## config.mk

```make
export PLATFORM = sky130hd
export DESIGN_NAME = multicycle_controller
export DESIGN_NICKNAME = d
export VERILOG_FILES = /design/src/rtl/ctrl_pkg.sv /design/src/rtl/instr_decode.sv /design/src/rtl/multicycle_controller.sv
export SDC_FILE = /design/constraint.sdc
export NUM_CORES = 1
export LEC_CHECK = 0
export CORE_UTILIZATION = 50
export CTS_BUF_LIST = sky130_fd_sc_hd__clkbuf_8
export CTS_CLUSTER_DIAMETER = 30
export DETAILED_ROUTE_END_ITERATION = 10
export PLACE_DENSITY = 0.83
export SLEW_MARGIN = 20
export SYNTH_ARGS = -nofsm -noshare
export SYNTH_HDL_FRONTEND = slang
export SYNTH_HIERARCHICAL = 1
export SYNTH_SLANG_ARGS = --single-unit
```

## constraint.sdc

```tcl
create_clock -name clk -period 3.31 [get_ports clk]
set_input_delay 0.331 -clock clk [delete_from_list [all_inputs] [get_ports clk]]
set_output_delay 0.331 -clock clk [all_outputs]
set_load 0.05 [all_outputs]
```

## src/rtl/ctrl_pkg.sv

```systemverilog
// Shared encodings for the RV32I multi-cycle sequencer: FSM states, instruction classes,
// opcode/funct3 constants, and ALU/immediate/fault-cause codes.
package ctrl_pkg;

  typedef enum logic [2:0] {
    S_IDLE, S_FETCH, S_DECODE, S_EXEC, S_MEM, S_WB, S_BRANCH, S_FAULT
  } state_t;

  typedef enum logic [2:0] {
    I_ADDI, I_ADD, I_SUB, I_LW, I_SW, I_BEQ, I_BNE, I_ILL
  } instr_t;

  localparam logic [6:0] OP_IMM    = 7'b0010011;
  localparam logic [6:0] OP_REG    = 7'b0110011;
  localparam logic [6:0] OP_LOAD   = 7'b0000011;
  localparam logic [6:0] OP_STORE  = 7'b0100011;
  localparam logic [6:0] OP_BRANCH = 7'b1100011;

  localparam logic [2:0] F3_ADD = 3'b000;
  localparam logic [2:0] F3_W   = 3'b010;
  localparam logic [2:0] F3_BEQ = 3'b000;
  localparam logic [2:0] F3_BNE = 3'b001;

  localparam logic [2:0] ALU_ADD = 3'b000;
  localparam logic [2:0] ALU_SUB = 3'b001;

  localparam logic [1:0] IMM_I = 2'b00;
  localparam logic [1:0] IMM_S = 2'b01;
  localparam logic [1:0] IMM_B = 2'b10;

  localparam logic [1:0] FC_NONE    = 2'b00;
  localparam logic [1:0] FC_ILLEGAL = 2'b01;
  localparam logic [1:0] FC_IMEM    = 2'b10;
  localparam logic [1:0] FC_DMEM    = 2'b11;

  function automatic logic is_mem(input instr_t i);
    return (i == I_LW) || (i == I_SW);
  endfunction

  function automatic logic is_branch(input instr_t i);
    return (i == I_BEQ) || (i == I_BNE);
  endfunction

endpackage

```

## src/rtl/instr_decode.sv

```systemverilog
// Combinational instruction classifier: opcode/funct3/funct7[5] -> instruction class.
// Zero latency; no state, no flow control.
module instr_decode
  import ctrl_pkg::*;
(
  input  logic [6:0] opcode_i,
  input  logic [2:0] funct3_i,
  input  logic       funct7_5_i,
  output instr_t     instr_o,
  output logic       illegal_o
);

  always_comb begin
    instr_o = I_ILL;
    case (opcode_i)
      OP_IMM:    if (funct3_i == F3_ADD) instr_o = I_ADDI;
      OP_REG:    if (funct3_i == F3_ADD) instr_o = funct7_5_i ? I_SUB : I_ADD;
      OP_LOAD:   if (funct3_i == F3_W)   instr_o = I_LW;
      OP_STORE:  if (funct3_i == F3_W)   instr_o = I_SW;
      OP_BRANCH: begin
        if (funct3_i == F3_BEQ)      instr_o = I_BEQ;
        else if (funct3_i == F3_BNE) instr_o = I_BNE;
      end
      default:   instr_o = I_ILL;
    endcase
    illegal_o = (instr_o == I_ILL);
  end

endmodule

```

## src/rtl/multicycle_controller.sv

```systemverilog
// Multi-cycle RV32I control FSM: FETCH/DECODE/EXEC/MEM/WB/BRANCH, 3-5 cycles per instruction at zero wait.
// Memory stalls hold the req until ack; a wait of MEM_TIMEOUT cycles without ack parks the FSM in FAULT.
module multicycle_controller
  import ctrl_pkg::*;
#(
  parameter int MEM_TIMEOUT = 16,
  parameter int CNT_WIDTH   = 32
) (
  input  logic                 clk,
  input  logic                 rst_n,
  input  logic [6:0]           opcode,
  input  logic [2:0]           funct3,
  input  logic                 funct7_5,
  input  logic                 zero,
  input  logic                 imem_ack,
  input  logic                 dmem_ack,
  output logic                 imem_req,
  output logic                 dmem_req,
  output logic                 dmem_we,
  output logic                 IRWrite,
  output logic                 PCWrite,
  output logic                 PCsrc,
  output logic                 RegWrite,
  output logic                 RegWriteSrc,
  output logic                 ALUsrc,
  output logic [2:0]           ALUctrl,
  output logic [1:0]           ImmSrc,
  output logic                 fault,
  output logic [1:0]           fault_cause,
  output logic [CNT_WIDTH-1:0] retired
);

  localparam int WW = $clog2(MEM_TIMEOUT);

  state_t                 state_q, state_d;
  instr_t                 instr_q, instr_d;
  logic [WW-1:0]          wait_q, wait_d;
  logic [CNT_WIDTH-1:0]   retired_q, retired_d;
  logic [1:0]             cause_q, cause_d;

  instr_t dec_instr;
  logic   dec_illegal;
  logic   wait_hit;
  logic   retire;
  logic   taken;

  instr_decode u_decode (
    .opcode_i   (opcode),
    .funct3_i   (funct3),
    .funct7_5_i (funct7_5),
    .instr_o    (dec_instr),
    .illegal_o  (dec_illegal)
  );

  assign wait_hit = (wait_q == WW'(MEM_TIMEOUT - 1));
  assign taken    = ((instr_q == I_BEQ) && zero) || ((instr_q == I_BNE) && !zero);

  always_comb begin
    state_d = state_q;
    instr_d = instr_q;
    wait_d  = wait_q;
    cause_d = cause_q;
    retire  = 1'b0;
    case (state_q)
      S_IDLE: begin
        state_d = S_FETCH;
        wait_d  = '0;
      end
      S_FETCH: begin
        // A same-cycle ack beats the timeout.
        if (imem_ack) begin
          state_d = S_DECODE;
        end else if (wait_hit) begin
          state_d = S_FAULT;
          cause_d = FC_IMEM;
        end else begin
          wait_d = wait_q + WW'(1);
        end
      end
      S_DECODE: begin
        instr_d = dec_instr;
        if (dec_illegal) begin
          state_d = S_FAULT;
          cause_d = FC_ILLEGAL;
        end else if (is_branch(dec_instr)) begin
          state_d = S_BRANCH;
        end else begin
          state_d = S_EXEC;
        end
      end
      S_EXEC: begin
        if (is_mem(instr_q)) begin
          state_d = S_MEM;
          wait_d  = '0;
        end else begin
          state_d = S_WB;
        end
      end
      S_MEM: begin
        if (dmem_ack) begin
          if (instr_q == I_LW) begin
            state_d = S_WB;
          end else begin
            retire  = 1'b1;
            state_d = S_FETCH;
            wait_d  = '0;
          end
        end else if (wait_hit) begin
          state_d = S_FAULT;
          cause_d = FC_DMEM;
        end else begin
          wait_d = wait_q + WW'(1);
        end
      end
      S_WB, S_BRANCH: begin
        retire  = 1'b1;
        state_d = S_FETCH;
        wait_d  = '0;
      end
      default: state_d = S_FAULT;
    endcase
    retired_d = retire ? retired_q + CNT_WIDTH'(1) : retired_q;
  end

  always_ff @(posedge clk or negedge rst_n) begin
    if (!rst_n) begin
      state_q   <= S_IDLE;
      instr_q   <= I_ILL;
      wait_q    <= '0;
      retired_q <= '0;
      cause_q   <= FC_NONE;
    end else begin
      state_q   <= state_d;
      instr_q   <= instr_d;
      wait_q    <= wait_d;
      retired_q <= retired_d;
      cause_q   <= cause_d;
    end
  end

  // Outputs decode from registered state so a reset drops them immediately.
  always_comb begin
    imem_req    = 1'b0;
    dmem_req    = 1'b0;
    dmem_we     = 1'b0;
    IRWrite     = 1'b0;
    PCWrite     = 1'b0;
    PCsrc       = 1'b0;
    RegWrite    = 1'b0;
    RegWriteSrc = 1'b0;
    ALUsrc      = 1'b0;
    ALUctrl     = ALU_ADD;
    ImmSrc      = IMM_I;
    case (state_q)
      S_FETCH: begin
        imem_req = 1'b1;
        IRWrite  = imem_ack;
        PCWrite  = imem_ack;
      end
      S_EXEC, S_MEM, S_WB: begin
        ALUctrl = (instr_q == I_SUB) ? ALU_SUB : ALU_ADD;
        ALUsrc  = (instr_q == I_ADDI) || is_mem(instr_q);
        ImmSrc  = (instr_q == I_SW) ? IMM_S : IMM_I;
        if (state_q == S_MEM) begin
          dmem_req = 1'b1;
          dmem_we  = (instr_q == I_SW);
        end
        if (state_q == S_WB) begin
          RegWrite    = 1'b1;
          RegWriteSrc = (instr_q == I_LW);
        end
      end
      S_BRANCH: begin
        ALUctrl = ALU_SUB;
        ImmSrc  = IMM_B;
        PCWrite = taken;
        PCsrc   = taken;
      end
      default: ;
    endcase
  end

  assign fault       = (state_q == S_FAULT);
  assign fault_cause = cause_q;
  assign retired     = retired_q;

endmodule

```

==> run_results.csv, run 1 <==
group,metric,value,unit
run_status,outcome,"completed",
sta,setup_viol,0,
floorplan,die_width,73.2,um
floorplan,die_height,73.2,um
floorplan,die_area,0.00535,mm2
place,gp_congestion,0.958,
sta,grt_setup_unrepaired,"false",
critical_path,criticalPathCategory,"reg -> out",
yosys,synth_compound_area_frac,0.113,
yosys,synth_area_leaders,"dfrtp_1 41%, xnor2_1 6.9%, xor2_1 4.2%",
clocking,post_cts_resized,0,
sta,final.min_clock_period,3060,ps
sta,fin_ws,254,ps
clocking,clkTransAtPathRegs,80,ps
clocking,cts_buffers,5,
floorplan,row_count,25,
place,numPortBuffers,62,
yosys,syn-cell-area,0.00253,mm2
yosys,synth_mux_area_frac,0.0262,
yosys,synth_enable_flop_cells,0,
finish,multi_input_area,0.00133,mm2
yosys,synth_xor_area_frac,0.117,
sta,skew,6.96,ps
place,dp_slack,578,ps
finish,diodes,0,
finish,seqCellArea,0.00110,mm2
clocking,worstSkewPairLatency,290,ps
route,wl_per_cell,14.4,um
yosys,ys_seq_area_frac,0.436,
clocking,cts_sinks,44,
yosys,synth_top_area_frac,0.405,
hold_path,min_path_type,"in -> async",
sta,slew_headroom,0.355,
sta,maxSlewViolCount,0,
finish,area_growth,31.3,%
global_routing,grt_pass1_wl,9.26,mm
yosys,synth_top_family_by_area,"simple AND/OR/NAND/NOR gates",
global_routing,antenna_found_initial,0,
yosys,synth_fa_ha_area_frac,0.0178,
sta,fin_setup_tns,0,ps
route,drc,0,
floorplan,boundaryPins,65,
critical_path,cp_max_fo,13,
sta,worstMarginPinSlew,967,ps
critical_path,crit_arrival,2720,ps
yosys,syn_avg_cell_area,9.85,um2
pwr,vdd_ir_drop_max,532,uV
critical_path,worst-r2r-setup-slack,920,ps
finish,nNetsFinal,342,
finish,fillers,377,
sta,finalHoldViolCount,0,
clocking,cts_max_level,2,
yosys,yosysWarnings,6,
yosys,synthArstFlopShare,1.00,
route,wl,5.61,mm
pwr,power_density,703,mW/mm2
clocking,tritoncts,"built",
yosys,yosys.area.top_type,"dfrtp_1",
sta,period_share,0.923,
global_routing,grt_use_total,0.222,
clocking,clock_path_buffers,2,
route,dr.pass1.iters,4,
route,vias_per_cell,5.68,
run,maxCapViolCount,0,
critical_path,end_kind,"output pin",
place,place_area,0.00321,mm2
global_routing,grt_max_degree,45,
sta,fmax,327,MHz
finish,layout-drive-gt1-share,0.0864,
route,drtIter0Drc,156,
yosys,synth_ff_type,"dfrtp_1",
global_routing,gr-total-overflow,0,
yosys,netlist_instances,257,
clocking,post_cts_buffers,0,
yosys,synth.distinct_cells,57,
critical_path,required,2980,ps
yosys,ys_seq_elements,44,
clocking,root_buffer,"clkbuf_8",
route,drtAntennaViolNets,0,
floorplan,core-area,0.00479,mm2
global_routing,grt_pass1_vias,2001,
yosys,synthSimpleGateAreaFrac,0.249,
route,num_vias,2222,
finish,final_area,0.00333,mm2
pwr,leakagePower,1.38,nW
place,post-dp-hpwl,4.20,mm
clocking,cts_hold_buf,0,
critical_path,cp-start-kind,"flip-flop",
floorplan,start_util,0.529,
[final timing paths]
path                              from           to  cells past startpoint
max                         state_q[0]   ALUctrl[0]                      5
min                              rst_n    wait_q[3]                      1
max reg2reg                 state_q[1]  retired[21]                      6
min reg2reg                retired[31]  retired[31]                      1
max in group asynchronous        rst_n  retired[25]                      1
min in group clk           retired[31]  retired[31]                      1
[cell families after synthesis]
family          Yosys count
other cells               1
compound gates           38
xor+xnor                 33
simple gates            111
flops                    44
mux                       6
buf+inv                  21
fa+ha+maj                 3
[flip-flops by register name, summed over array words and instances (netlist names)]
signal / cells
wait_q: 4
fault_cause: 2
state_q: 3
retired: 32
instr_q: 3
[final cells by class]
type                    count  area share
clock inverters             3      0.0128
flip-flops and latches     44       0.332
clock buffers               5      0.0207
well taps                  67      0.0252
repair buffers             66       0.194
inverters                  13      0.0147
multi-input cells         193       0.400
[Yosys cell counts (5+ instances only)]
| cell type | instances |
|---|---|
| dfrtp_1 | 41 |
| nor2_1 | 26 |
| xnor2_1 | 20 |
| nand2_1 | 16 |
| inv_1 | 13 |
| xor2_1 | 12 |
| nand3_1 | 11 |
| nand4_1 | 10 |
| nor3_1 | 10 |
| a21oi_1 | 7 |
| nand2b_1 | 7 |
| o21ai_0 | 7 |
| mux2_2 | 5 |
[cells in the final DEF, fill, tap and decap left out, drive strengths merged, types with 3 or more instances in the layout]
cell | netlist | final
nand4 | 10 | 10
nor2 | 26 | 26
clkdlybuf4s50 | 0 | 61
nand2 | 16 | 16
nand3 | 11 | 11
nor4 | 5 | 5
nor3 | 10 | 10
nor3b | 4 | 4
inv | 13 | 13
and3 | 4 | 4
nand2b | 7 | 7
clkbuf | 2 | 5
dfstp | 3 | 3
buf | 6 | 5
mux2 | 5 | 5
dfrtp | 41 | 41
xnor2 | 21 | 21
o21ai | 7 | 7
xor2 | 12 | 12
a21oi | 7 | 7
[critical path: stages, from the launching register on]
cell and delay, ps:
dfrtp_1 580, nor2b_1 220, mux2i_1 120, or4b_2 600
o21ai_0 90, clkdlybuf4s50_1 820
[routing by layer]
metal | vias up | GRT usage | share of wire
li1 | 1061 | - | -
met5 | - | 0 | 0
met4 | 0 | 0.0654 | 0.012
met1 | 1088 | 0.309 | 0.47
met2 | 67 | 0.353 | 0.47
met3 | 6 | 0.0414 | 0.048
[metrics by stage]
step	std cells	utilization	hold slack, ps	power [mW]
detailed placement	383	0.672	463	1.93
CTS	391	0.695	225	2.35
finish	391	0.695	182	2.34
global placement	383	0.672	457	1.92
floorplan	258	-	35.4	1.60
global route	391	0.695	273	2.48
[power breakdown]
group / internal, mW / switching, mW / leakage [nW]
logic: 0.439 / 0.735 / 0.758
registers: 0.645 / 0.117 / 0.571
clock network: 0.223 / 0.181 / 0.0541
total: 1.31 / 1.03 / 1.38
No activity file was read; power rests on OpenSTA's default activity.
==> run 2, diff against run 1 <==
--- a/config.mk
+++ b/config.mk
@@ -10,7 +10,7 @@
 export CTS_CLUSTER_DIAMETER = 30
 export DETAILED_ROUTE_END_ITERATION = 10
 export PLACE_DENSITY = 0.83
-export SLEW_MARGIN = 20
+export SKIP_CTS_REPAIR_TIMING = 1
 export SYNTH_ARGS = -nofsm -noshare
 export SYNTH_HDL_FRONTEND = slang
 export SYNTH_HIERARCHICAL = 1
==> results of run 2 <==
Same layout as run 1: the final DEF is identical, and so are final timing and power.
